--- src/rtl/mem_access_ctrl.sv ---
// Multicycle load/store sequencer between the main control FSM and the memory/MDR datapath.
// Optional alignment rejection is compiled in with `define MEM_ALIGN_CHECK_EN.
module mem_access_ctrl #(
  parameter int MEM_LAT = 1
) (
  input  logic        clk,
  input  logic        reset,
  input  logic        start,
  input  logic        is_store,
  input  logic [1:0]  size,
  input  logic [31:0] addr,
  output logic [31:0] mem_addr,
  output logic        mem_wr,
  output logic        mdr_load,
  output logic [1:0]  ls_ctrl,
  output logic [1:0]  ss_ctrl,
  output logic        rf_write,
  output logic        busy,
  output logic        done,
  output logic        err
);

  typedef enum logic [2:0] {
    IDLE, RD_WAIT, LATCH, LOAD_WB, STORE_WR, ERR
  } state_e;

  localparam logic [1:0] SZ_WORD = 2'b01;
  localparam logic [1:0] SZ_HALF = 2'b10;
  localparam logic [3:0] LAT_INIT = 4'(MEM_LAT);

  state_e      state_q, state_d;
  logic [3:0]  cnt_q, cnt_d;
  logic [31:0] addr_q, addr_d;
  logic [1:0]  size_q, size_d;
  logic        store_q, store_d;
  logic        req_bad;

  always_comb begin
    req_bad = (size == 2'b00);
`ifdef MEM_ALIGN_CHECK_EN
    if ((size == SZ_WORD) && (addr[1:0] != 2'b00)) req_bad = 1'b1;
    if ((size == SZ_HALF) && addr[0])              req_bad = 1'b1;
`endif
  end

  always_comb begin
    state_d = state_q;
    cnt_d   = cnt_q;
    addr_d  = addr_q;
    size_d  = size_q;
    store_d = store_q;
    case (state_q)
      IDLE: begin
        if (start) begin
          addr_d  = addr;
          size_d  = size;
          store_d = is_store;
          if (req_bad) begin
            state_d = ERR;
          end else if (is_store && (size == SZ_WORD)) begin
            state_d = STORE_WR;
          end else begin
            state_d = RD_WAIT;
            cnt_d   = LAT_INIT;
          end
        end
      end
      RD_WAIT: begin
        cnt_d = cnt_q - 4'd1;
        if (cnt_q <= 4'd1) state_d = LATCH;
      end
      // Sub-word stores read the word first so the store-size mux can merge into it.
      LATCH:    state_d = store_q ? STORE_WR : LOAD_WB;
      LOAD_WB:  state_d = IDLE;
      STORE_WR: state_d = IDLE;
      ERR:      state_d = IDLE;
      default:  state_d = IDLE;
    endcase
  end

  always_ff @(posedge clk or negedge reset) begin
    if (!reset) begin
      state_q <= IDLE;
      cnt_q   <= 4'd0;
    end else begin
      state_q <= state_d;
      cnt_q   <= cnt_d;
    end
  end

  // Request payload needs no reset: every output that uses it is gated by state.
  always_ff @(posedge clk) begin
    addr_q  <= addr_d;
    size_q  <= size_d;
    store_q <= store_d;
  end

  always_comb begin
    mem_addr = 32'd0;
    mem_wr   = 1'b0;
    mdr_load = 1'b0;
    ls_ctrl  = 2'b00;
    ss_ctrl  = 2'b00;
    rf_write = 1'b0;
    busy     = (state_q != IDLE);
    done     = 1'b0;
    err      = 1'b0;
    case (state_q)
      RD_WAIT: mem_addr = addr_q;
      LATCH: begin
        mem_addr = addr_q;
        mdr_load = 1'b1;
      end
      LOAD_WB: begin
        mem_addr = addr_q;
        ls_ctrl  = size_q;
        rf_write = 1'b1;
        done     = 1'b1;
      end
      STORE_WR: begin
        mem_addr = addr_q;
        mem_wr   = 1'b1;
        ss_ctrl  = size_q;
        done     = 1'b1;
      end
      ERR: begin
        done = 1'b1;
        err  = 1'b1;
      end
      default: ;
    endcase
  end

endmodule

--- config.mk ---
export PLATFORM = sky130hd
export DESIGN_NAME = mem_access_ctrl
export DESIGN_NICKNAME = d
export VERILOG_FILES = /design/src/rtl/mem_access_ctrl.sv
export SDC_FILE = /design/constraint.sdc
export NUM_CORES = 1
export LEC_CHECK = 0
export ABC_AREA = 1
export BUFFER_PORTS_ARGS = -buffer_cell sky130_fd_sc_hd__clkbuf_2
export CELL_PAD_IN_SITES_DETAIL_PLACEMENT = 0
export CELL_PAD_IN_SITES_GLOBAL_PLACEMENT = 1
export CORE_ASPECT_RATIO = 0.7
export CORE_UTILIZATION = 37
export DETAILED_ROUTE_END_ITERATION = 10
export GPL_ROUTABILITY_DRIVEN = 1
export PLACE_DENSITY = 0.87
export SLEW_MARGIN = 25
export SYNTH_ARGS = -nofsm -noshare
export SYNTH_HDL_FRONTEND = slang
export SYNTH_SLANG_ARGS = --single-unit
--- constraint.sdc ---
create_clock -name clk -period 7.2 [get_ports clk]
set_input_delay 0 -clock clk [delete_from_list [all_inputs] [get_ports clk]]
set_output_delay 0 -clock clk [all_outputs]
set_load 0.01 [all_outputs]
# == After elaboration in Yosys (flattened, before gate mapping) ==
# Index checks and enable logic that the tools add are counted.
# totals
reg_bits,42
latch_bits,0
ramBits,0
romBits,0
inputBits,38
output_inout_bits,42
elab_cells,45
memories,0
# classes
addsub,1
n_mul,0
n_div,0
magnitude_cmp,1
eq_ne,10
n_shift,0
mux,18
bitwise,0
n_reduce_logical,10
# op_table
op,count
32-bit two-way mux,1
3-bit two-way mux,5
4-bit two-way mux,3
3-bit one-hot mux with 3 select lines,1
"2-bit inequality test, second input constant",4
4-bit one-hot mux with 2 select lines,1
"3-bit by 2-bit == test with 1-bit output, second input constant",2
"3-bit == test, second input constant",2
1-bit two-way mux,5
"4-bit by 1-bit less-or-equal comparator with 1-bit output, second input constant",1
2-bit two-way mux,2
2-bit AND reduction,2
4-bit AND reduction,1
4-bit OR reduction,1
"4-bit by 1-bit subtractor with 4-bit output, second input constant",1
"3-bit by 1-bit == test with 1-bit output, second input constant",1
3-bit zero test,1
3-bit nonzero test,1
3-bit OR reduction,1
"2-bit by 1-bit == test with 1-bit output, second input constant",1
2-bit zero test,1
2-bit nonzero test,1
1-bit logical AND,1

# == Depth between registers and ports, before layout ==
# Gate-level depths: netlist (run 1).
# depth
ltp_word,6
mapped_depth,8
depth_no_buf,8

# == Worst setup path before layout (run 1) ==
# Ideal clock, no wire load.
# synth_path
kind,register to register
from,reg state_q[0]
to,reg addr_q[0] (enable)
setup_ps,427
arrival_ps,2276
required_time_ps,6773
slack_ps,4497
stages_incl_launch_ff,6
path_buffers,0
synth_period_minus_slack_ps,2703
path_cell_list,dfrtp_1 inv_1 nand2_1 nor2_1 inv_1 nor2_1
# synth_via
elab_chain_cells,2
# synth_rtl
item,line,rtl
start: declaration,31,"state_e state_q, state_d;"
start signal: assignment,86,state_q <= state_d;
3-bit zero test,52,case (state_q)
2-bit AND reduction (no line),--,
end signal: assignment,93,addr_q <= addr_d;
end: declaration,33,"logic [31:0] addr_q, addr_d;"
# No other way between the ends.
# A chain may end at the register's enable or synchronous reset.

# == Worst setup path in the final report (run 1) ==
# layout_path
from,reg state_q[2]
to,out mem_addr[31]
# layout_via
elab_chain_cells,3
elab_cells_between_ends,6
cone_classes,eq/ne (4); mux (1); reduce/logical (1)
# layout_rtl
item,line,rtl
3-bit by 1-bit == test with 1-bit output (tied with other cells),108,case (state_q)
4-bit OR reduction (no line) (*),--,
32-bit two-way mux (*),108,
end: declaration,12,"output logic [31:0] mem_addr,"
# Every way passes the cells marked *; elsewhere a longest branch is shown, timed or not.

==> results of run 1 <==
==> metrics by stage <==
stage / area [µm²] / power (W) / instances
CTS: 2789 / 0.001081 / 371
detailed placement: 2318 / 0.0008834 / 327
global placement: 2303 / 0.0008565 / 326
floorplan: 1848 / 0.0007115 / 181
finish: 2789 / 0.001068 / 371
global route: 2789 / 0.001159 / 371
==> power by group through the flow <==
stage / clock, W / sequential [W] / combinational, W
detailed placement: 0 / 0.000377 / 0.000506
global route: 0.000197 / 0.000379 / 0.000584
finish: 0.000183 / 0.000372 / 0.000513
floorplan: 0 / 0.000372 / 0.000339
CTS: 0.000187 / 0.000372 / 0.000523
global placement: 0 / 0.000374 / 0.000482
==> flip-flops by register name, indices dropped and copies added, names as in the netlist <==
signal   flops
state_q      3
size_q       2
store_q      1
cnt_q        4
addr_q      32
==> worst paths after layout <==
path	from	to	slack, ns
max in group asynchronous	reset	cnt_q[2]$_DFFE_PN0P_	6.95
hold reg to reg	cnt_q[1]$_DFFE_PN0P_	cnt_q[1]$_DFFE_PN0P_	0.51
min in group clk	start	state_q[1]$_DFFE_PN0P_	0.13
setup / recovery	state_q[2]$_DFFE_PN0P_	mem_addr[31]	5.16
setup reg to reg	state_q[0]$_DFFE_PN0P_	addr_q[11]$_DFFE_PP_	5.18
hold / removal	reset	cnt_q[0]$_DFFE_PN0P_	0.08
==> cell usage after synthesis <==
cell / n
edfxtp_1: 35
nor3_4: 1
nand3_1: 6
ha_1: 2
inv_2: 1
nand2_1: 22
nand3b_1: 1
or2_2: 3
inv_1: 46
a21oi_1: 2
o21ai_0: 4
nand3_2: 1
buf_6: 3
dfrtp_1: 7
nor2_4: 1
nor2_1: 43
nor2_2: 3
==> layer usage <==
metal | part of all wire (%) | wire (µm) | up-vias | GRT usage [%]
met3 | 6.6 | 259 | 0 | 5.094
met5 | 0 | 0 | - | 0
met1 | 48 | 1857 | 646 | 19.30
met2 | 46 | 1791 | 52 | 24.94
li1 | - | - | 789 | -
met4 | 0 | 0 | 0 | 3.810
==> layout make-up <==
type | count | area share, %
clock buffer | 6 | 2.602
clock inverter | 2 | 1.346
inverter | 47 | 6.326
multi-input combinational | 89 | 15.03
sequential | 42 | 43.97
tap | 69 | 3.096
timing repair buffer | 116 | 27.64
==> critical path: stages, from the launching register on <==
cell      delay, ns
dfrtp_1        0.45
inv_2          0.08
nand3_1        0.15
nand2_1        0.12
nor3_4         0.50
buf_8          0.25
nor2_1         0.07
clkbuf_2       0.12
==> logic make-up (layout without fill, tap and decap cells) <==
group	Yosys count	count (layout)	synth area share [%]
buffers and inverters	50	171	11.37
adders and majority gates	2	2	1.354
and+or+nand+nor	81	81	19.30
AOI/OAI and AO/OA	6	6	1.625
DFF	42	42	66.35
==> repair_timing <==
item,in CTS,in global routing
setup endpoints to repair,0,0
endpoints found under the hold margin,42,0
hold buffers,36,0
buffers inserted,0,0
==> flow_metrics.tcl, run 1 <==
set metrics [dict create \
    status "finished, final reports clean" \
    cp_max_fo 20 \
    post-route-period-util_pct 28.32 \
    synth_nets 221 \
    p_leak_nw 1.427 \
    timing.slew.headroom_pct 35.94 \
    setup_ws_ns 5.161 \
    final_common_cell "clkbuf_2" \
    holdCritPathClass "input pin to asynchronous set/reset pin" \
    hpwl_um 2668 \
    grt.overflow.total 0 \
    postSynthCellCount 181 \
    switching_share_pct 40.11 \
    die_area_um2 5286 \
    dp_slack_ns 5.139 \
    rr_worst_depth 5 \
    fillers 432 \
    ios 80 \
    grt_antenna_before_repair 0 \
    cp.required_ns 7.20 \
    postSynthAreaPerCell_um2 10.21 \
    timing.hold.ws_ns 0.08020 \
    cts_buffers 5 \
    grt_pass1_wl_um 5768 \
    post_cts_resized 0 \
    hold_viol_final 0 \
    start_util_pct 38.64 \
    dr.pass1.iters 4 \
    cts.sinks 42 \
    period_minus_slack_ns 2.039 \
    final_cell_mix "79 x clkbuf_2, 46 x inv_1, 42 x nor2_1, 36 x dlygate4sd3_1, 35 x edfxtp_1" \
    grt_max_degree 36 \
    arrival_ns 2.04 \
    viasPerCell 4.008 \
    synth_top_area_share_pct 56.87 \
    clockBufferDepth 2 \
    num_antenna_cells 0 \
    yosysSeqAreaShare_pct 66.35 \
    syn_area_um2 1848 \
    critPathCaptureType "output port" \
    drc_errors 0 \
    port_buffers 79 \
    drt_iter0_drc 39 \
    p_clk_share_pct 17.1 \
    cts_tree "done" \
    switchingPower_w 0.0004283 \
    coreArea_um2 4782 \
    fmax_mhz 490.5 \
    clk_latency_ns 0.28 \
    ant_nets 0 \
    gp_congestion 0.7657 \
    die_height_um 61.13 \
    area_growth_pct 50.91 \
    grt_pass1_vias 1266 \
    power_density_nw_per_um2 382.9 \
    finClkSkew_ns 0.003572 \
    critPathLaunchType "flop" \
    rsz0062_at_grt "no" \
    h-tree-depth 2 \
    yosys_warnings 0 \
    multi_input_area_um2 419.2 \
    drv_cap 0 \
    drv_slew 0 \
    seq_power_share_pct 34.8 \
    crit_type "flop to output port" \
    setup_viol 0 \
    drive_above_1_share_pct 32.45 \
    tns_ns 0 \
    peakVddDrop_uv 162.0 \
    ys_ff_latch 42 \
    nets 341 \
    cts_root_buf "clkbuf_8" \
    worst_slew_pin_slew_ns 0.9587 \
    num_rows 21 \
    wl_um 3909 \
    synth_largest_area_cell "edfxtp_1" \
    utilization_pct 58.32 \
    p_comb_share_pct 48.1 \
    seq_area_um2 1226 \
    die_x_um 86.47 \
    clkTransAtPathRegs_ns 0.08 \
    intPower_w 0.0006396 \
    ys_types 17 \
    vias 1487 \
    synth_area_leaders "edfxtp_1 57%, dfrtp_1 9.5%, inv_1 9.3%" \
    gr-usage-all-layers_pct 14.99 \
    wl_per_cell_um 10.54 \
]
Power figures use the tool's default switching activity.
==> inputs of run 2 (changes only) <==
--- a/config.mk
+++ b/config.mk
@@ -10,10 +10,10 @@
 export CELL_PAD_IN_SITES_DETAIL_PLACEMENT = 0
 export CELL_PAD_IN_SITES_GLOBAL_PLACEMENT = 1
 export CORE_ASPECT_RATIO = 0.7
-export CORE_UTILIZATION = 37
+export CORE_UTILIZATION = 34
 export DETAILED_ROUTE_END_ITERATION = 10
 export GPL_ROUTABILITY_DRIVEN = 1
-export PLACE_DENSITY = 0.87
+export PLACE_DENSITY = 0.81
 export SLEW_MARGIN = 25
 export SYNTH_ARGS = -nofsm -noshare
 export SYNTH_HDL_FRONTEND = slang
==> constraint.sdc (replaced) <==
create_clock -name clk -period 2 [get_ports clk]
set_input_delay 0 -clock clk [delete_from_list [all_inputs] [get_ports clk]]
set_output_delay 0 -clock clk [all_outputs]
set_load 0.01 [all_outputs]
==> flow_metrics.tcl, run 2 (synthesis results as in run 1) <==
set metrics [dict create \
    utilization_pct 53.25 \
    cp_max_fo 18 \
    ant_nets 0 \
    dr_wl_met2_um 1993 \
    area_growth_pct 50.71 \
    viasPerCell 4.090 \
    final_common_cell "clkbuf_2" \
    final_cell_mix "79 x clkbuf_2, 46 x inv_1, 42 x nor2_1, 36 x dlygate4sd3_1, 35 x edfxtp_1" \
    num_antenna_cells 0 \
    reg_top3 "addr_q: 32 flops, cnt_q: 4 flops, state_q: 3 flops" \
    dr.pass1.iters 5 \
    gp_congestion 0.7667 \
    cp.required_ns 2.00 \
    holdCritPathClass "input pin to asynchronous set/reset pin" \
    grt_pass1_vias 1468 \
    cts_root_buf "clkbuf_8" \
    die_x_um 90.12 \
    critPathLaunchType "flop" \
    slowest_stage "dfrtp_1" \
    arrival_ns 1.71 \
    die_height_um 63.69 \
    drive_above_1_share_pct 33.44 \
    post-route-period-util_pct 85.28 \
    port_buffers 79 \
    largest_register_ffs 32 \
    wl_per_cell_um 10.44 \
    cts_tree "done" \
    rr_worst_depth 6 \
    p_leak_nw 1.436 \
    vias 1542 \
    drc_errors 0 \
    grt_antenna_before_repair 0 \
    timing.slew.headroom_pct 81.15 \
    hpwl_um 2759 \
    rrSetupSlack_ns 0.45 \
    wl_met1_um 1708 \
    cts_buffers 5 \
    power_density_nw_per_um2 1342 \
    cts.sinks 42 \
    largest-register "addr_q" \
    tns_ns 0 \
    post_cts_resized 0 \
    setup_viol 0 \
    grt_max_degree 20 \
    gr-usage-all-layers_pct 14.48 \
    grt_pass1_wl_um 6527 \
    drv_slew 0 \
    timing.rr.start "state_q[1]$_DFFE_PN0P_" \
    wl_um 3935 \
    clockBufferDepth 2 \
    hold_viol_final 0 \
    rsz0062_at_grt "no" \
    crit_type "flop to output port" \
    h-tree-depth 2 \
    start_util_pct 35.33 \
    drv_cap 0 \
    clk_latency_ns 0.29 \
    fmax_mhz 586.3 \
    rr_endpoint "store_q$_DFFE_PP_" \
    drt_iter0_drc 34 \
    slowest_delay_ns 0.45 \
    nets 344 \
    wl_met3_um 233 \
    coreArea_um2 5230 \
    ios 80 \
    clkTransAtPathRegs_ns 0.08 \
    num_rows 22 \
    cp_cell_sequence "inv_2, nand3_1, nand2_1, nor3_4, buf_4, nor2_1, clkbuf_2" \
    critPathCaptureType "output port" \
    worst_slew_pin_slew_ns 0.2798 \
    finClkSkew_ns 0.009441 \
    top_layer "met3" \
    grt.overflow.total 0 \
    p_total_w 0.003739 \
    die_area_um2 5739 \
    status "finished, final reports clean" \
    peakVddDrop_uv 462.8 \
    period_minus_slack_ns 1.706 \
]
## run 2: where the power goes
| part | leakage (nW) | internal, W | switching (W) | total [W] |
|---|---|---|---|---|
| sequential | 0.415 | 0.00123 | 0.000102 | 0.00133 |
| combinational | 0.973 | 0.000712 | 0.00116 | 0.00187 |
| clock | 0.0483 | 0.000246 | 0.000291 | 0.000536 |
| total | 1.44 | 0.00219 | 0.00155 | 0.00374 |
## run 2: cell type report
type	count	area, µm²
Clock buffer	5	68.82
Multi-Input combinational cell	89	419.2
Timing Repair Buffer	119	785.8
Clock inverter	3	18.77
Tap cell	72	90.09
Sequential cell	42	1226
Fill cell	481	2445
Inverter	47	176.4
## run 2: critical path, delay by kind of cell (launching register included)
family | cells | cell delay [ns]
buffers and inverters | 3 | 0.48
DFF | 1 | 0.45
and+or+nand+nor | 4 | 0.49
## run 2: routing by layer
layer / up-vias / global-route usage, %
met5: - / 0
met4: 0 / 3.024
met3: 0 / 4.710
met2: 49 / 25.48
met1: 699 / 17.41
li1: 794 / -
## run 2: how the worst max path moves through the flow
stage,start,to,slack [ns],depth (start not counted)
floorplan,state_q[0]$_DFFE_PN0P_,addr_q[0]$_DFFE_PP_,0.26,5
global placement,state_q[0]$_DFFE_PN0P_,addr_q[17]$_DFFE_PP_,0.53,6
detailed placement,state_q[1]$_DFFE_PN0P_,addr_q[16]$_DFFE_PP_,0.47,6
CTS,state_q[2]$_DFFE_PN0P_,mem_addr[8],0.27,7
global route,state_q[2]$_DFFE_PN0P_,mem_addr[30],0.14,7
finish,state_q[2]$_DFFE_PN0P_,mem_addr[25],0.29,7
## run 2: metrics by stage
| step | cells | hold slack (ns) | cell area [µm²] | setup slack, ns |
|---|---|---|---|---|
| finish | 377 | 0.07224 | 2785 | 0.2944 |
| CTS | 377 | 0.07680 | 2785 | 0.2699 |
| global route | 377 | 0.09191 | 2785 | 0.1393 |
| detailed placement | 333 | -0.1510 | 2337 | 0.4722 |
| global placement | 333 | -0.1478 | 2337 | 0.5291 |
| floorplan | 181 | -0.2956 | 1856 | 0.2558 |
## run 2: repair_timing
action / CTS / global route
hold buffers: 36 / 0
hold endpoints to repair: 42 / 0
setup buffers: 0 / 0
